--- src/rtl/sgdmac_pkg.sv ---
// ---------------------------------------------------------------------------
// sgdmac_pkg
// Shared definitions for the SG DMA read-address arbiter slice.
//   - AXI burst-type encodings (FIXED / INCR / WRAP)
//   - AR field widths (ARLEN_W, ARSIZE_W, ARBURST_W)
//   - ar_req_t: one unpacked AR request (address + burst attributes).
//     The address field is AR_ADDR_W wide. Arbiter instances with a narrower
//     ADDR_W zero-extend into it.
// ---------------------------------------------------------------------------
package sgdmac_pkg;

    localparam int ARLEN_W   = 4;
    localparam int ARSIZE_W  = 3;
    localparam int ARBURST_W = 2;
    localparam int AR_ADDR_W = 32;

    localparam logic [ARBURST_W-1:0] BURST_FIXED = 2'b00;
    localparam logic [ARBURST_W-1:0] BURST_INCR  = 2'b01;
    localparam logic [ARBURST_W-1:0] BURST_WRAP  = 2'b10;

    typedef struct packed {
        logic [AR_ADDR_W-1:0] addr;
        logic [ARLEN_W-1:0]   len;
        logic [ARSIZE_W-1:0]  size;
        logic [ARBURST_W-1:0] burst;
    } ar_req_t;

endpackage

--- src/rtl/sgdmac_ar_arbiter_mc_if.sv ---
// ---------------------------------------------------------------------------
// sgdmac_ar_arbiter_mc_if
// AXI AR/R master-side bundle between the arbiter and the memory port.
//   master modport (arbiter): drives m_ar*, m_arvalid_o, m_rready_o;
//                             samples m_arready_i, m_rid_i, m_rvalid_i,
//                             m_rlast_i.
//   slave modport (memory)  : the reverse.
// ID_W / ADDR_W must match the arbiter instance's parameters.
// ---------------------------------------------------------------------------
interface sgdmac_ar_arbiter_mc_if
    import sgdmac_pkg::*;
#(
    parameter int ID_W   = 4,
    parameter int ADDR_W = 32
);
    logic [ID_W-1:0]      m_arid_o;
    logic [ADDR_W-1:0]    m_araddr_o;
    logic [ARLEN_W-1:0]   m_arlen_o;
    logic [ARSIZE_W-1:0]  m_arsize_o;
    logic [ARBURST_W-1:0] m_arburst_o;
    logic                 m_arvalid_o;
    logic                 m_arready_i;
    logic [ID_W-1:0]      m_rid_i;
    logic                 m_rvalid_i;
    logic                 m_rlast_i;
    logic                 m_rready_o;

    modport master (
        output m_arid_o, m_araddr_o, m_arlen_o, m_arsize_o, m_arburst_o,
        output m_arvalid_o, m_rready_o,
        input  m_arready_i, m_rid_i, m_rvalid_i, m_rlast_i
    );

    modport slave (
        input  m_arid_o, m_araddr_o, m_arlen_o, m_arsize_o, m_arburst_o,
        input  m_arvalid_o, m_rready_o,
        output m_arready_i, m_rid_i, m_rvalid_i, m_rlast_i
    );
endinterface

--- src/rtl/sgdmac_rr_picker.sv ---
// ---------------------------------------------------------------------------
// sgdmac_rr_picker
// Round-robin picker over N requesters.
//   clk, rst  : clock, synchronous active-high reset
//   req_i     : request vector
//   update_i  : commit the current pick (pointer moves to idx_o)
//   gnt_o     : one-hot pick (all zero when no request)
//   idx_o     : index of the pick
// The pointer holds the last granted index; the search starts at ptr+1,
// so after reset (ptr = N-1) requester 0 has first priority.
// ---------------------------------------------------------------------------
module sgdmac_rr_picker #(
    parameter int N = 4,
    localparam int IDX_W = (N > 1) ? $clog2(N) : 1
) (
    input  logic             clk,
    input  logic             rst,
    input  logic [N-1:0]     req_i,
    input  logic             update_i,
    output logic [N-1:0]     gnt_o,
    output logic [IDX_W-1:0] idx_o
);
    logic [IDX_W-1:0] ptr_q;
    logic [IDX_W-1:0] cand;
    logic             found;

    always_comb begin
        gnt_o = '0;
        idx_o = '0;
        found = 1'b0;
        cand  = '0;
        for (int k = 1; k <= N; k++) begin
            cand = IDX_W'((int'(ptr_q) + k) % N);
            if (!found && req_i[cand]) begin
                found       = 1'b1;
                gnt_o[cand] = 1'b1;
                idx_o       = cand;
            end
        end
    end

    always_ff @(posedge clk) begin
        if (rst) begin
            ptr_q <= IDX_W'(N - 1);
        end else if (update_i) begin
            ptr_q <= idx_o;
        end
    end
endmodule

--- src/rtl/sgdmac_ar_arbiter_mc.sv ---
// ---------------------------------------------------------------------------
// sgdmac_ar_arbiter_mc
// N-channel AXI read-address arbiter with RID-based R-channel routing.
//
// Ports
//   clk, rst        clock, synchronous active-high reset
//   src_prio_i      per-channel priority (only with SGDMAC_AR_PRIO_EN)
//   src_arvalid_i   per-channel AR request
//   src_arready_o   per-channel AR accept (one-hot, same cycle as request)
//   src_araddr_i    packed addresses, channel i at [i*ADDR_W +: ADDR_W]
//   src_arlen_i     packed burst lengths (4 b each)
//   src_arsize_i    packed burst sizes (3 b each)
//   src_arburst_i   packed burst types (2 b each)
//   src_rvalid_o    R valid steered to the channel named by RID
//   src_rready_i    per-channel R ready
//   idle_o          no AR pending and no burst outstanding
//   rid_err_o       sticky: an R beat arrived with an out-of-range RID
//   m_if            master side of the AXI AR/R port (interface)
//
// Optional feature macro: SGDMAC_AR_PRIO_EN. When defined, channels with
// their prio bit set win round-robin among themselves whenever any of them
// is eligible.
//
// The AR output is a single register slot. A new grant happens in the same
// cycle the slot is (or becomes) free, so an always-ready master sees one
// AR per cycle. Each channel may have at most MAX_OUTS bursts in flight;
// the count drops on the RLAST handshake of that channel's RID.
// ---------------------------------------------------------------------------
module sgdmac_ar_arbiter_mc
    import sgdmac_pkg::*;
#(
    parameter int N_CH     = 4,
    parameter int ID_W     = 4,
    parameter int ADDR_W   = 32,
    parameter int MAX_OUTS = 4
) (
    input  logic                      clk,
    input  logic                      rst,
`ifdef SGDMAC_AR_PRIO_EN
    input  logic [N_CH-1:0]           src_prio_i,
`endif
    input  logic [N_CH-1:0]           src_arvalid_i,
    output logic [N_CH-1:0]           src_arready_o,
    input  logic [N_CH*ADDR_W-1:0]    src_araddr_i,
    input  logic [N_CH*ARLEN_W-1:0]   src_arlen_i,
    input  logic [N_CH*ARSIZE_W-1:0]  src_arsize_i,
    input  logic [N_CH*ARBURST_W-1:0] src_arburst_i,
    output logic [N_CH-1:0]           src_rvalid_o,
    input  logic [N_CH-1:0]           src_rready_i,
    output logic                      idle_o,
    output logic                      rid_err_o,
    sgdmac_ar_arbiter_mc_if.master    m_if
);
    localparam int IDX_W = $clog2(N_CH);
    localparam int CNT_W = $clog2(MAX_OUTS + 1);
    localparam logic [ID_W:0]    RID_LIMIT = (ID_W + 1)'(N_CH);
    localparam logic [CNT_W-1:0] CNT_MAX   = CNT_W'(MAX_OUTS);

    generate
        if (N_CH < 2 || N_CH > (1 << ID_W)) begin : g_bad_nch
            $error("sgdmac_ar_arbiter_mc: N_CH must be in [2, 2**ID_W]");
        end
        if (MAX_OUTS < 1) begin : g_bad_outs
            $error("sgdmac_ar_arbiter_mc: MAX_OUTS must be at least 1");
        end
        if (ADDR_W > AR_ADDR_W) begin : g_bad_addr
            $error("sgdmac_ar_arbiter_mc: ADDR_W exceeds sgdmac_pkg::AR_ADDR_W");
        end
    endgenerate

    ar_req_t           req_s [N_CH];
    logic [N_CH-1:0]   elig;
    logic [N_CH-1:0]   pick_req;
    logic [N_CH-1:0]   gnt;
    logic [IDX_W-1:0]  gnt_idx;
    logic              slot_free;
    logic              grant_en;

    ar_req_t           slot_q, slot_d;
    logic [ID_W-1:0]   arid_q, arid_d;
    logic              arvalid_q, arvalid_d;

    logic [CNT_W-1:0]  outs_q [N_CH];
    logic [CNT_W-1:0]  outs_d [N_CH];

    logic              rid_ok;
    logic [N_CH-1:0]   rsel;
    logic              rready;
    logic              r_hs;
    logic [N_CH-1:0]   r_dec;
    logic              rid_err_q, rid_err_d;

    // Unpack the flat source buses and work out who may be granted.
    always_comb begin
        for (int i = 0; i < N_CH; i++) begin
            req_s[i].addr  = AR_ADDR_W'(src_araddr_i[i*ADDR_W +: ADDR_W]);
            req_s[i].len   = src_arlen_i[i*ARLEN_W +: ARLEN_W];
            req_s[i].size  = src_arsize_i[i*ARSIZE_W +: ARSIZE_W];
            req_s[i].burst = src_arburst_i[i*ARBURST_W +: ARBURST_W];
            elig[i]        = src_arvalid_i[i] & (outs_q[i] < CNT_MAX);
        end
    end

`ifdef SGDMAC_AR_PRIO_EN
    logic [N_CH-1:0] prio_elig;
    assign prio_elig = elig & src_prio_i;
    assign pick_req  = (|prio_elig) ? prio_elig : elig;
`else
    assign pick_req  = elig;
`endif

    // Slot accepts a new request when empty or draining this cycle.
    assign slot_free = !arvalid_q | m_if.m_arready_i;
    assign grant_en  = slot_free & (|pick_req);

    sgdmac_rr_picker #(.N(N_CH)) u_picker (
        .clk      (clk),
        .rst      (rst),
        .req_i    (pick_req),
        .update_i (grant_en),
        .gnt_o    (gnt),
        .idx_o    (gnt_idx)
    );

    assign src_arready_o = grant_en ? gnt : '0;

    always_comb begin
        slot_d    = slot_q;
        arid_d    = arid_q;
        arvalid_d = arvalid_q;
        if (slot_free) begin
            arvalid_d = grant_en;
            if (grant_en) begin
                slot_d = req_s[gnt_idx];
                arid_d = ID_W'(gnt_idx);
            end
        end
    end

    always_ff @(posedge clk) begin
        if (rst) begin
            arvalid_q <= 1'b0;
            arid_q    <= '0;
            slot_q    <= '0;
        end else begin
            arvalid_q <= arvalid_d;
            arid_q    <= arid_d;
            slot_q    <= slot_d;
        end
    end

    assign m_if.m_arvalid_o = arvalid_q;
    assign m_if.m_arid_o    = arid_q;
    assign m_if.m_araddr_o  = slot_q.addr[ADDR_W-1:0];
    assign m_if.m_arlen_o   = slot_q.len;
    assign m_if.m_arsize_o  = slot_q.size;
    assign m_if.m_arburst_o = slot_q.burst;

    // R routing. An out-of-range RID has no owner, so the beat is drained
    // (rready forced high) and flagged instead of stalling the bus.
    always_comb begin
        rid_ok       = {1'b0, m_if.m_rid_i} < RID_LIMIT;
        src_rvalid_o = '0;
        rsel         = '0;
        rready       = !rid_ok;
        for (int i = 0; i < N_CH; i++) begin
            rsel[i] = rid_ok && (m_if.m_rid_i == ID_W'(i));
            if (rsel[i]) begin
                src_rvalid_o[i] = m_if.m_rvalid_i;
                rready          = src_rready_i[i];
            end
        end
    end

    assign m_if.m_rready_o = rready;
    assign r_hs            = m_if.m_rvalid_i & rready;
    assign r_dec           = (r_hs & m_if.m_rlast_i) ? rsel : '0;
    assign rid_err_d       = rid_err_q | (r_hs & !rid_ok);

    // Outstanding counters. Grant and RLAST on the same channel cancel out;
    // a decrement at zero (stale beat after reset) is ignored.
    always_comb begin
        for (int i = 0; i < N_CH; i++) begin
            outs_d[i] = outs_q[i];
            if (src_arready_o[i] && !r_dec[i]) begin
                outs_d[i] = outs_q[i] + CNT_W'(1);
            end else if (!src_arready_o[i] && r_dec[i] && outs_q[i] != '0) begin
                outs_d[i] = outs_q[i] - CNT_W'(1);
            end
        end
    end

    always_ff @(posedge clk) begin
        if (rst) begin
            rid_err_q <= 1'b0;
            for (int i = 0; i < N_CH; i++) begin
                outs_q[i] <= '0;
            end
        end else begin
            rid_err_q <= rid_err_d;
            for (int i = 0; i < N_CH; i++) begin
                outs_q[i] <= outs_d[i];
            end
        end
    end

    assign rid_err_o = rid_err_q;

    always_comb begin
        idle_o = !arvalid_q;
        for (int i = 0; i < N_CH; i++) begin
            if (outs_q[i] != '0) begin
                idle_o = 1'b0;
            end
        end
    end
endmodule

--- src/flat_wrapper.sv ---
// flat-port wrapper written by rule: the top's interface ports become plain ports
module sgdmac_ar_arbiter_mc_flat import sgdmac_pkg::*;
#(
    parameter int N_CH     = 4,
    parameter int ID_W     = 4,
    parameter int ADDR_W   = 32,
    parameter int MAX_OUTS = 4
)
  (clk, rst, src_arvalid_i, src_arready_o, src_araddr_i, src_arlen_i, src_arsize_i, src_arburst_i, src_rvalid_o, src_rready_i, idle_o, rid_err_o, m_if_m_arid_o, m_if_m_araddr_o, m_if_m_arlen_o, m_if_m_arsize_o, m_if_m_arburst_o, m_if_m_arvalid_o, m_if_m_rready_o, m_if_m_arready_i, m_if_m_rid_i, m_if_m_rvalid_i, m_if_m_rlast_i);
  sgdmac_ar_arbiter_mc_if #(.ID_W(ID_W), .ADDR_W(ADDR_W)) m_if_i ();
  input  logic clk;
  input  logic rst;
  input  logic [N_CH-1:0] src_arvalid_i;
  output logic [N_CH-1:0] src_arready_o;
  input  logic [N_CH*ADDR_W-1:0] src_araddr_i;
  input  logic [N_CH*ARLEN_W-1:0] src_arlen_i;
  input  logic [N_CH*ARSIZE_W-1:0] src_arsize_i;
  input  logic [N_CH*ARBURST_W-1:0] src_arburst_i;
  output logic [N_CH-1:0] src_rvalid_o;
  input  logic [N_CH-1:0] src_rready_i;
  output logic idle_o;
  output logic rid_err_o;
  output wire logic [$bits(m_if_i.m_arid_o)-1:0] m_if_m_arid_o;
  output wire logic [$bits(m_if_i.m_araddr_o)-1:0] m_if_m_araddr_o;
  output wire logic [$bits(m_if_i.m_arlen_o)-1:0] m_if_m_arlen_o;
  output wire logic [$bits(m_if_i.m_arsize_o)-1:0] m_if_m_arsize_o;
  output wire logic [$bits(m_if_i.m_arburst_o)-1:0] m_if_m_arburst_o;
  output wire logic [$bits(m_if_i.m_arvalid_o)-1:0] m_if_m_arvalid_o;
  output wire logic [$bits(m_if_i.m_rready_o)-1:0] m_if_m_rready_o;
  input wire logic [$bits(m_if_i.m_arready_i)-1:0] m_if_m_arready_i;
  input wire logic [$bits(m_if_i.m_rid_i)-1:0] m_if_m_rid_i;
  input wire logic [$bits(m_if_i.m_rvalid_i)-1:0] m_if_m_rvalid_i;
  input wire logic [$bits(m_if_i.m_rlast_i)-1:0] m_if_m_rlast_i;
  assign m_if_m_arid_o = m_if_i.m_arid_o;
  assign m_if_m_araddr_o = m_if_i.m_araddr_o;
  assign m_if_m_arlen_o = m_if_i.m_arlen_o;
  assign m_if_m_arsize_o = m_if_i.m_arsize_o;
  assign m_if_m_arburst_o = m_if_i.m_arburst_o;
  assign m_if_m_arvalid_o = m_if_i.m_arvalid_o;
  assign m_if_m_rready_o = m_if_i.m_rready_o;
  assign m_if_i.m_arready_i = m_if_m_arready_i;
  assign m_if_i.m_rid_i = m_if_m_rid_i;
  assign m_if_i.m_rvalid_i = m_if_m_rvalid_i;
  assign m_if_i.m_rlast_i = m_if_m_rlast_i;
  sgdmac_ar_arbiter_mc #(.N_CH(N_CH), .ID_W(ID_W), .ADDR_W(ADDR_W), .MAX_OUTS(MAX_OUTS)) u_core (.clk(clk), .rst(rst), .src_arvalid_i(src_arvalid_i), .src_arready_o(src_arready_o), .src_araddr_i(src_araddr_i), .src_arlen_i(src_arlen_i), .src_arsize_i(src_arsize_i), .src_arburst_i(src_arburst_i), .src_rvalid_o(src_rvalid_o), .src_rready_i(src_rready_i), .idle_o(idle_o), .rid_err_o(rid_err_o), .m_if(m_if_i));
endmodule
--- config.mk ---
export PLATFORM = sky130hd
export DESIGN_NAME = sgdmac_ar_arbiter_mc_flat
export DESIGN_NICKNAME = d
export VERILOG_FILES = /design/src/rtl/sgdmac_pkg.sv /design/src/rtl/sgdmac_ar_arbiter_mc_if.sv /design/src/rtl/sgdmac_rr_picker.sv /design/src/rtl/sgdmac_ar_arbiter_mc.sv /design/src/flat_wrapper.sv
export SDC_FILE = /design/constraint.sdc
export NUM_CORES = 1
export LEC_CHECK = 0
export BUFFER_PORTS_ARGS = -buffer_cell sky130_fd_sc_hd__buf_2
export CORE_MARGIN = 3
export CORE_UTILIZATION = 45
export DETAILED_ROUTE_END_ITERATION = 12
export MAX_ROUTING_LAYER = met4
export PLACE_DENSITY = 0.86
export SLEW_MARGIN = 20
export SYNTH_ARGS = -nofsm -noshare
export SYNTH_HDL_FRONTEND = slang
export SYNTH_HIERARCHICAL = 1
export SYNTH_SLANG_ARGS = --single-unit
--- constraint.sdc ---
create_clock -name clk -period 4.05 [get_ports clk]
set_input_delay 0.405 -clock clk [delete_from_list [all_inputs] [get_ports clk]]
set_output_delay 0.405 -clock clk [all_outputs]
set_load 0.02 [all_outputs]
==> results of run 1 <==
## cell type report
cell class,instances,share of cell area [%]
timing repair buffer,250,23.4
multi-input combinational,326,48.7
inverter,12,0.802
sequential,59,21.0
clock buffer,9,2.20
clock inverter,7,1.36
tap,108,2.40
antenna,2,0.0891
## cell usage after synthesis, types with 2 or more instances
| library cell | instances |
|---|---|
| sky130_fd_sc_hd__a211oi_1 | 3 |
| sky130_fd_sc_hd__a211oi_2 | 2 |
| sky130_fd_sc_hd__a21oi_1 | 52 |
| sky130_fd_sc_hd__a22oi_1 | 5 |
| sky130_fd_sc_hd__and2_1 | 5 |
| sky130_fd_sc_hd__and3_1 | 3 |
| sky130_fd_sc_hd__and4_1 | 2 |
| sky130_fd_sc_hd__buf_1 | 2 |
| sky130_fd_sc_hd__buf_4 | 2 |
| sky130_fd_sc_hd__buf_6 | 2 |
| sky130_fd_sc_hd__clkbuf_1 | 28 |
| sky130_fd_sc_hd__dfxtp_1 | 59 |
| sky130_fd_sc_hd__fa_1 | 4 |
| sky130_fd_sc_hd__ha_1 | 8 |
| sky130_fd_sc_hd__inv_1 | 11 |
| sky130_fd_sc_hd__mux2_1 | 3 |
| sky130_fd_sc_hd__mux2_2 | 8 |
| sky130_fd_sc_hd__mux2i_1 | 3 |
| sky130_fd_sc_hd__mux4_2 | 44 |
| sky130_fd_sc_hd__nand2_1 | 96 |
| sky130_fd_sc_hd__nand2b_1 | 4 |
| sky130_fd_sc_hd__nand4_1 | 2 |
| sky130_fd_sc_hd__nand4b_1 | 2 |
| sky130_fd_sc_hd__nor2_1 | 10 |
| sky130_fd_sc_hd__nor2b_1 | 12 |
| sky130_fd_sc_hd__nor3_1 | 10 |
| sky130_fd_sc_hd__o2111ai_1 | 2 |
| sky130_fd_sc_hd__o21a_1 | 2 |
| sky130_fd_sc_hd__o21ai_0 | 7 |
| sky130_fd_sc_hd__o21ai_1 | 2 |
| sky130_fd_sc_hd__o2bb2a_1 | 4 |
| sky130_fd_sc_hd__o32ai_1 | 2 |
| sky130_fd_sc_hd__or2_2 | 3 |
| sky130_fd_sc_hd__or3_1 | 2 |
| sky130_fd_sc_hd__or3b_1 | 2 |
| sky130_fd_sc_hd__xnor2_1 | 2 |
## power groups by stage
| stage | logic [W] | clock network [W] | registers (W) |
|---|---|---|---|
| 2_1_floorplan | 0.00235 | 0 | 0.00128 |
| 3_3_place_gp | 0.00348 | 0 | 0.00101 |
| 3_5_place_dp | 0.00357 | 0 | 0.00103 |
| 4_1_cts | 0.00358 | 0.000563 | 0.00102 |
| 5_1_grt | 0.00385 | 0.000590 | 0.00105 |
| 6_report | 0.00356 | 0.000553 | 0.00102 |
## stage by stage
stage	std cells	utilization [%]	hold WS [ps]	total power, W	area (um2)
final	773	63.8	376	0.00514	5620
after global routing	773	63.8	386	0.00549	5620
after CTS	771	63.8	347	0.00516	5610
after detailed placement	755	61.5	446	0.00460	5410
after global placement	755	61.5	436	0.00449	5410
after floorplan	433	-	485	0.00364	4110
## per-layer routing
layer | vias up | GRT usage [%] | share of wire [%]
li1 | 2019 | - | -
met1 | 2079 | 31.6 | 37
met2 | 201 | 45.9 | 52
met3 | 28 | 9.23 | 7.9
met4 | 0 | 10.4 | 2.7
met5 | - | - | 0
## sequential cells by signal, summed over array words and instances, names as in the netlist
signal	flops
u_core/m_if.m_araddr_o	32
u_core/m_if.m_arburst_o	2
u_core/m_if.m_arid_o	2
u_core/m_if.m_arlen_o	4
u_core/m_if.m_arsize_o	3
u_core/m_if.m_arvalid_o	1
u_core/outs_q	12
u_core/rid_err_o	1
u_core/u_picker/ptr_q	2
## logic make-up (layout without fill, tap and decap cells)
kind of cell / Yosys count / count (layout)
flops: 59 / 59
buf+inv: 48 / 278
fa+ha+maj: 12 / 12
other cells: 1 / 4
mux: 60 / 60
compound gates: 89 / 89
xor+xnor: 2 / 2
simple gates: 161 / 161
## worst paths after layout
| path | start | endpoint | slack (ps) | cells past startpoint |
|---|---|---|---|---|
| setup / recovery | u_core/u_picker/ptr_q[1] | u_core/outs_q[2][2] | 430 | 12 |
| hold / removal | m_if_m_rvalid_i | u_core/rid_err_o | 380 | 3 |
| setup reg to reg | u_core/u_picker/ptr_q[1] | u_core/outs_q[2][2] | 430 | 12 |
| hold reg to reg | u_core/m_if.m_araddr_o[21] | u_core/m_if.m_araddr_o[21] | 460 | 2 |
## worst max-delay path: stages, from the launching register on
cell and delay [ps]:
sky130_fd_sc_hd__dfxtp_1 330, sky130_fd_sc_hd__inv_1 140, sky130_fd_sc_hd__ha_1 330, sky130_fd_sc_hd__inv_1 80, sky130_fd_sc_hd__a211oi_1 280, sky130_fd_sc_hd__o21ai_0 250, sky130_fd_sc_hd__o2bb2a_1 360, sky130_fd_sc_hd__o21ai_0 420
sky130_fd_sc_hd__and3_1 350, sky130_fd_sc_hd__inv_1 80, sky130_fd_sc_hd__fa_1 380, sky130_fd_sc_hd__mux2i_1 170, sky130_fd_sc_hd__mux2_1 340
==> impl_metrics.yaml, run 1 <==
timing:
  setup-violations-final: 0
  setup_ws_ps: 431
  finalClockSkew_ps: 10.8
  timing.slew.headroom_pct: 58.2
  tns_ps: 0
  layout_worst_path_cycle_share_pct: 89.4
  slew_viol_final: 0
  worst_slew_pin_slew_ps: 626
  fmaxAchievable_mhz: 276
  period_minus_slack_ps: 3620
  report.final.hold_viol_count: 0
  setup_repair_after_global_routing_missed_its_margin: "no"
routing:
  drt-total-wl_mm: 14.3
  detailroute.via_count: 4327
  dr.first_iter.drc_count: 253
  route.antenna.remaining_nets: 0
  route.detailed.drc: 0
  firstDrtPassIters: 5
  route.detailed.vias_per_inst: 5.60
  wl_per_cell_um: 18.5
synth:
  yosys.area_share.xor_xnor_pct: 0.427
  ys_warns: 6
  synth_area_mm2: 0.00410
  yosys-mux-area-fraction_pct: 29.1
  ys_seq_elements: 59
  yosys.area.top_type: "sky130_fd_sc_hd__dfxtp_1"
  synth_area_in_compound_gates_pct: 13.7
  asyncSetResetFlopFracSynth_pct: 0
  netlist_instances: 432
  synth-adder-area-share_pct: 4.39
  post_synth.cell_area_avg_um2: 9.49
  synth.distinct_cells: 58
  dominantRegCellSynth: "sky130_fd_sc_hd__dfxtp_1"
  synth_edf_count: 0
  combinational_family_with_the_most_area_after_synthesis: "multiplexers"
  synth_simple_gate_area_share_pct: 18.5
  netlist_top_cells_area: "sky130_fd_sc_hd__dfxtp_1 (29%), sky130_fd_sc_hd__mux4_2 (24%), sky130_fd_sc_hd__nand2_1 (8.8%)"
  synth.yosys.seq_area_share_pct: 28.8
  yosysTopAreaCellShare_pct: 28.8
clock_network:
  cts_max_path_buffers: 2
  ctsRootBufferMaster: "sky130_fd_sc_hd__clkbuf_8"
  tritoncts_num_sinks: 59
  htree_levels: 3
  clk_pin_slew_worst_paths_ps: 70
  cts_repair_resize_count: 0
  post-cts-setup-buffer-count: 0
  cts_buffers: 9
  cts.hold.buffers_added: 0
  tritoncts: "done"
  clkLatencyLatePin_ps: 350
die:
  boundaryPins: 238
  fp-row-count: 34
  placeableCoreArea_mm2: 0.00881
  die_height_um: 101
  dieArea_mm2: 0.0103
  die_x_um: 101
  initial_cell_density_of_the_core_pct: 46.6
place:
  routability_congestion: 0.838
  dp_slack_ps: 532
  io_buffers: 235
  dp_hpwl_mm: 11.5
power:
  internal_power_w: 0.00285
  total_switching_power_w: 0.00229
  combinational_cell_fraction_of_total_power_pct: 69.4
  ir_worst_vdd_mv: 0.607
  seq_power_share_pct: 19.9
  share_clk_of_total_power_pct: 10.8
  power-per-cell-area_mw_per_mm2: 914
  leakagePower_nw: 2.61
  power_switching_share_pct: 44.6
global_routing:
  grt_first_pass_wirelength_mm: 21.2
  number_of_antenna_violations_at_the_first_check_in_global_routing: 2
  grt_max_degree: 45
  first_global_vias: 4234
  grt-ovfl-total: 0
  grt_usage_pct: 27.9
cells_and_area:
  area.growth.synth_to_final_pct: 37.0
  multi_input_area_mm2: 0.00274
  finalNetCount: 851
  most-common-layout-cells: "sky130_fd_sc_hd__buf_2 (235), sky130_fd_sc_hd__nand2_1 (95), sky130_fd_sc_hd__dfxtp_1 (59), sky130_fd_sc_hd__a21oi_1 (52), sky130_fd_sc_hd__mux4_2 (44)"
  filler_cells: 757
  layout-drive-gt1-share_pct: 49.9
  seqCellArea_mm2: 0.00118
  final_common_cell: "sky130_fd_sc_hd__buf_2"
setup_path:
  worstPathRequired_ps: 4280
  end_kind: "register"
  worstSetupStartpointType: "register"
  cp_max_fo: 6
  cp.arrival_ps: 3850
  worst-setup-path-type: "reg -> reg"
run:
  max_cap_viols: 0
run_status:
  run_status: "completed"
worst_hold_path:
  hp-class: "in -> reg"
Power figures use the tool's default switching activity.
==> inputs of run 2 (changes only) <==
==> constraint.sdc (replaced) <==
create_clock -name clk -period 3.5 [get_ports clk]
set_input_delay 0.35 -clock clk [delete_from_list [all_inputs] [get_ports clk]]
set_output_delay 0.35 -clock clk [all_outputs]
set_load 0.02 [all_outputs]
==> impl_metrics.yaml, run 2 (synthesized netlist as in run 1, its figures left out) <==
setup_path:
  cp.arrival_ps: 3560
  cp_max_fo: 5
  worstSetupStartpointType: "register"
  end_kind: "register"
  cpPeakStageDelay_ps: 400
  sequence_of_cells_on_the_critical_path: "inv_1 -> ha_1 -> inv_1 -> a211oi_1 -> o21ai_2 -> o2bb2a_1 -> o21ai_1 -> nand2_1 -> or2_2 -> fa_1 -> nand2_1 -> nor3_1 -> a31oi_1 -> mux2_2"
  worstPathRequired_ps: 3720
  timing.critical_path.slowest_stage_cell: "sky130_fd_sc_hd__fa_1"
  crit_buf_inv: 2
  worst-setup-path-type: "reg -> reg"
  cp_top_family: "compound AO/OA/AOI/OAI gates"
global_routing:
  grt_max_degree: 45
  number_of_antenna_violations_at_the_first_check_in_global_routing: 0
  first_global_vias: 4532
  grt-ovfl-total: 0
  grt_usage_pct: 28.2
  grt_first_pass_wirelength_mm: 22.0
place:
  io_buffers: 235
  dp_hpwl_mm: 11.4
  cell_area_reported_after_detailed_placement_mm2: 0.00547
  routability_congestion: 0.880
routing:
  wl_per_cell_um: 18.6
  detailroute.via_count: 4435
  dr.first_iter.drc_count: 268
  route.antenna.remaining_nets: 0
  route.detailed.drc: 0
  route.detailed.vias_per_inst: 5.71
  firstDrtPassIters: 7
  drt-total-wl_mm: 14.5
power:
  leakagePower_nw: 2.67
  power-per-cell-area_mw_per_mm2: 1080
  ir_worst_vdd_mv: 0.559
  p_total_w: 0.00614
timing:
  worst_slew_pin_slew_ps: 757
  finalClockSkew_ps: 5.22
  tns_ps: 0
  slew_viol_final: 0
  period_minus_slack_ps: 3340
  report.final.hold_viol_count: 0
  layout_worst_path_cycle_share_pct: 95.4
  fmaxAchievable_mhz: 299
  setup-violations-final: 0
  worst_hold_slack_ps: 322
  timing.slew.headroom_pct: 49.5
cells_and_area:
  most-common-layout-cells: "sky130_fd_sc_hd__buf_2 (235), sky130_fd_sc_hd__nand2_1 (95), sky130_fd_sc_hd__dfxtp_1 (58), sky130_fd_sc_hd__a21oi_1 (52), sky130_fd_sc_hd__mux4_2 (44)"
  finalInstanceArea_mm2: 0.00571
  layout-drive-gt1-share_pct: 51.1
  largest_register_ffs: 32
  area.growth.synth_to_final_pct: 39.1
  filler_cells: 711
  insertedDiodeCount: 0
  finalNetCount: 858
  final_common_cell: "sky130_fd_sc_hd__buf_2"
clock_network:
  clkLatencyLatePin_ps: 330
  ctsRootBufferMaster: "sky130_fd_sc_hd__clkbuf_8"
  post-cts-setup-buffer-count: 0
  clk_pin_slew_worst_paths_ps: 70
  tritoncts: "done"
  cts_buffers: 9
  tritoncts_num_sinks: 59
  htree_levels: 3
  cts_max_path_buffers: 2
run:
  max_cap_viols: 0
die:
  initial_cell_density_of_the_core_pct: 46.6
  fp-row-count: 34
  dieArea_mm2: 0.0103
  placeableCoreArea_mm2: 0.00881
  die_x_um: 101
  die_height_um: 101
  boundaryPins: 238
worst_hold_path:
  hp-class: "in -> reg"
run_status:
  run_status: "completed"
-- run 2: worst paths after layout --
| kind | start | endpoint | slack, ps | cells past startpoint |
|---|---|---|---|---|
| worst max-delay path | u_core/u_picker/ptr_q[1] | u_core/outs_q[1][2] | 160 | 14 |
| worst min-delay path | m_if_m_rvalid_i | u_core/rid_err_o | 320 | 3 |
| worst max register to register | u_core/u_picker/ptr_q[1] | u_core/outs_q[1][2] | 160 | 14 |
| worst min register to register | u_core/m_if.m_araddr_o[20] | u_core/m_if.m_araddr_o[20] | 450 | 2 |
-- run 2: cell type report --
class | instances | area (um2) | area share (%)
Tap cell | 108 | 135 | 2.37
Sequential cell | 59 | 1180 | 20.7
Clock buffer | 11 | 151 | 2.65
Timing Repair Buffer | 257 | 1370 | 23.9
Multi-Input combinational cell | 326 | 2750 | 48.2
Clock inverter | 4 | 73.8 | 1.29
Inverter | 12 | 45.0 | 0.789
-- run 2: timing repair --
item | in CTS | in global routing
hold buffers | 0 | 0
gates resized for setup | 0 | 4
setup endpoints to repair | 0 | 3
-- run 2: per-layer routing --
metal  part of all wire, %  wire (um)  global-route usage (%)  vias to the layer above
li1                      -          -                       -                     2031
met5                     0          0                       -                        -
met3                   9.1       1310                    7.58                       31
met2                    53       7630                    47.9                      262
met4                   1.7        248                    8.38                        0
met1                    36       5270                    32.5                     2111
-- run 2: tightest hold or removal path: cells and delay by family --
family | cells | cell delay [ps]
AOI/OAI and AO/OA | 2 | 140
buffers and inverters | 1 | 100
-- run 2: stage by stage --
step | setup WS (ps) | std cells | util [%]
after floorplan | 2.51 | 433 | -
after global placement | 187 | 762 | 62.1
after detailed placement | 111 | 762 | 62.1
after CTS | 110 | 777 | 64.6
after global routing | -78.6 | 777 | 64.8
final | 159 | 777 | 64.8
-- run 2: report_power, final --
part	switching (W)	leakage, nW	internal [W]
sequential	0.000188	0.488	0.000988
clock	0.000271	0.115	0.000436
combinational	0.00221	2.06	0.00204
==> inputs of run 3 (changes only) <==
--- a/config.mk
+++ b/config.mk
@@ -5,14 +5,14 @@
 export SDC_FILE = /design/constraint.sdc
 export NUM_CORES = 1
 export LEC_CHECK = 0
+export ABC_CLOCK_PERIOD_IN_PS = 3200
 export BUFFER_PORTS_ARGS = -buffer_cell sky130_fd_sc_hd__buf_2
 export CORE_MARGIN = 3
-export CORE_UTILIZATION = 45
+export CORE_UTILIZATION = 50
 export DETAILED_ROUTE_END_ITERATION = 12
 export MAX_ROUTING_LAYER = met4
-export PLACE_DENSITY = 0.86
+export PLACE_DENSITY = 0.87
 export SLEW_MARGIN = 20
 export SYNTH_ARGS = -nofsm -noshare
 export SYNTH_HDL_FRONTEND = slang
-export SYNTH_HIERARCHICAL = 1
 export SYNTH_SLANG_ARGS = --single-unit
==> constraint.sdc (replaced) <==
create_clock -name clk -period 3.2 [get_ports clk]
set_input_delay 0.32 -clock clk [delete_from_list [all_inputs] [get_ports clk]]
set_output_delay 0.32 -clock clk [all_outputs]
set_load 0.02 [all_outputs]
==> impl_metrics.yaml, run 3 <==
synth:
  netlist_top_cells_area: "sky130_fd_sc_hd__dfxtp_1 (21%), sky130_fd_sc_hd__mux2i_1 (7.8%), sky130_fd_sc_hd__a211o_1 (6.3%)"
  yosys-mux-area-fraction_pct: 11.0
  synth_commonest_cells: "sky130_fd_sc_hd__nor2_1 (66), sky130_fd_sc_hd__dfxtp_1 (59), sky130_fd_sc_hd__clkbuf_1 (52)"
  combinational_family_with_the_most_area_after_synthesis: "compound AO/OA/AOI/OAI gates"
  synth_area_mm2: 0.00574
  ys_seq_elements: 59
  ys_warns: 0
  dominantRegCellSynth: "sky130_fd_sc_hd__dfxtp_1"
  yosys.area_share.xor_xnor_pct: 0
  asyncSetResetFlopFracSynth_pct: 0
  synth.yosys.seq_area_share_pct: 20.6
  synth_area_in_compound_gates_pct: 34.5
  synth.distinct_cells: 66
  synth-adder-area-share_pct: 3.14
  synth_edf_count: 0
  netlist_instances: 683
  yosys.area.top_type: "sky130_fd_sc_hd__dfxtp_1"
  synth.most_common_cell: "sky130_fd_sc_hd__nor2_1"
  synth_simple_gate_area_share_pct: 24.5
  yosysTopAreaCellShare_pct: 20.6
  post_synth.cell_area_avg_um2: 8.41
clock_network:
  cts_max_path_buffers: 2
  cts_buffers: 9
  tritoncts: "done"
  ctsRootBufferMaster: "sky130_fd_sc_hd__clkbuf_16"
  clk_pin_slew_worst_paths_ps: 50
  clkLatencyLatePin_ps: 320
  htree_levels: 3
  tritoncts_num_sinks: 59
setup_path:
  sequence_of_cells_on_the_critical_path: "clkinv_4 -> ha_4 -> mux4_2 -> and2_4 -> a221oi_4 -> a21oi_1 -> buf_2"
  worstPathRequired_ps: 2880
  worst-setup-path-type: "reg -> out"
  cp_max_fo: 11
  worstSetupStartpointType: "register"
  crit_buf_inv: 2
  timing.critical_path.slowest_stage_cell: "sky130_fd_sc_hd__mux4_2"
  end_kind: "primary output"
  cpPeakStageDelay_ps: 620
  cp.arrival_ps: 2660
  cp_top_family: "multiplexers"
routing:
  route.detailed.vias_per_inst: 6.30
  firstDrtPassIters: 5
  dr.first_iter.drc_count: 761
  drt-total-wl_mm: 19.2
  route.antenna.remaining_nets: 0
  wl_per_cell_um: 18.4
  route.detailed.drc: 0
  detailroute.via_count: 6572
worst_hold_path:
  hp-class: "in -> reg"
timing:
  report.final.hold_viol_count: 0
  setup_repair_after_global_routing_missed_its_margin: "no"
  finalClockSkew_ps: 4.67
  setup-violations-final: 0
  period_minus_slack_ps: 2980
  layout_worst_path_cycle_share_pct: 93.2
  setup_ws_ps: 216
  tns_ps: 0
  timing.slew.headroom_pct: 27.7
  worst_slew_pin_slew_ps: 1080
  slew_viol_final: 0
  fmaxAchievable_mhz: 335
place:
  io_buffers: 235
  dp_slack_ps: 278
  routability_congestion: 0.972
  dp_hpwl_mm: 14.1
  cell_area_reported_after_detailed_placement_mm2: 0.00731
cells_and_area:
  largest_register_ffs: 32
  layout-drive-gt1-share_pct: 39.8
  final_core_utilization_pct: 69.0
  insertedDiodeCount: 0
  finalInstanceArea_mm2: 0.00761
  filler_cells: 907
  most-common-layout-cells: "sky130_fd_sc_hd__buf_2 (235), sky130_fd_sc_hd__nor2_1 (65), sky130_fd_sc_hd__dfxtp_1 (58), sky130_fd_sc_hd__mux2i_1 (45), sky130_fd_sc_hd__or3_1 (43)"
  area.growth.synth_to_final_pct: 32.4
  finalNetCount: 1092
  final_common_cell: "sky130_fd_sc_hd__buf_2"
global_routing:
  number_of_antenna_violations_at_the_first_check_in_global_routing: 0
  grt_first_pass_wirelength_mm: 30.5
  first_global_vias: 6255
  grt-ovfl-total: 0
  grt_usage_pct: 29.5
  grt_max_degree: 72
power:
  leakagePower_nw: 3.44
  ir_worst_vdd_mv: 0.876
  p_total_w: 0.00873
  power-per-cell-area_mw_per_mm2: 1150
die:
  die_x_um: 113
  fp-row-count: 38
  boundaryPins: 238
  die_height_um: 113
  initial_cell_density_of_the_core_pct: 52.1
  placeableCoreArea_mm2: 0.0110
  dieArea_mm2: 0.0128
run:
  max_cap_viols: 0
run_status:
  run_status: "completed"
-- run 3: changes by cell type in the layout (fill, tap and decap cells not counted), moves of 21 or more --
| cell | delta |
|---|---|
| sky130_fd_sc_hd__o31ai_1 | +40 |
| sky130_fd_sc_hd__or3_1 | +41 |
| sky130_fd_sc_hd__a2111oi_0 | +21 |
| sky130_fd_sc_hd__and2_1 | +37 |
| sky130_fd_sc_hd__mux4_2 | -38 |
| sky130_fd_sc_hd__a211o_1 | +40 |
| sky130_fd_sc_hd__nand2_1 | -68 |
| sky130_fd_sc_hd__mux2i_1 | +42 |
| sky130_fd_sc_hd__nor2_1 | +55 |
| sky130_fd_sc_hd__a21oi_1 | -39 |
| sky130_fd_sc_hd__a211oi_1 | +21 |
-- run 3: cells by family after synthesis --
kind of cell / count (synthesis)
buf+inv: 79
compound gates: 223
simple gates: 254
mux: 55
other cells: 1
flops: 59
fa+ha+maj: 12
-- run 3: layout make-up --
| class | count | area [um2] | share of cell area [%] |
|---|---|---|---|
| Clock buffer | 13 | 270 | 3.55 |
| Clock inverter | 2 | 10.0 | 0.132 |
| Inverter | 7 | 31.3 | 0.411 |
| Multi-Input combinational cell | 546 | 4330 | 57.0 |
| Sequential cell | 59 | 1180 | 15.6 |
| Tap cell | 140 | 175 | 2.30 |
| Timing Repair Buffer | 276 | 1600 | 21.0 |
-- run 3: final timing paths --
path	from	endpoint	slack [ps]	cells after the start
max	u_core.u_picker.ptr_q[0]	src_arready_o[3]	220	7
max reg2reg	u_core.outs_q[3][2]	u_core.m_if.m_araddr_o[3]	280	8
min	m_if_m_rvalid_i	u_core.rid_err_o	260	3
min reg2reg	u_core.m_if.m_araddr_o[15]	u_core.m_if.m_araddr_o[15]	450	1
-- run 3: where the power goes --
group / switching [W] / leakage [nW] / internal (W)
sequential: 0.000201 / 0.488 / 0.00104
clock: 0.000344 / 0.141 / 0.000581
combinational: 0.00377 / 2.81 / 0.00279
-- run 3: timing repair --
item,4_1_cts,5_1_grt
hold buffers,0,0
endpoints found under the setup margin,0,1
resized for setup,0,1
setup buffers,0,1
-- run 3: layer usage --
layer	up-vias	share of wire, %	global-route usage (%)
met4	0	2.1	8.81
met3	38	8.0	5.19
met5	-	0	-
met2	336	50	49.6
li1	3075	-	-
met1	3123	40	36.2
-- run 3: through the flow --
stage | std cells | hold WS (ps)
after global routing | 1043 | 274
final | 1043 | 262
after CTS | 1042 | 253
after global placement | 1027 | 438
after floorplan | 684 | 461
after detailed placement | 1027 | 444
-- run 3: worst min-delay path: stages --
cell	delay, ps
sky130_fd_sc_hd__buf_2	110
sky130_fd_sc_hd__a21oi_1	60
sky130_fd_sc_hd__nor2_1	70
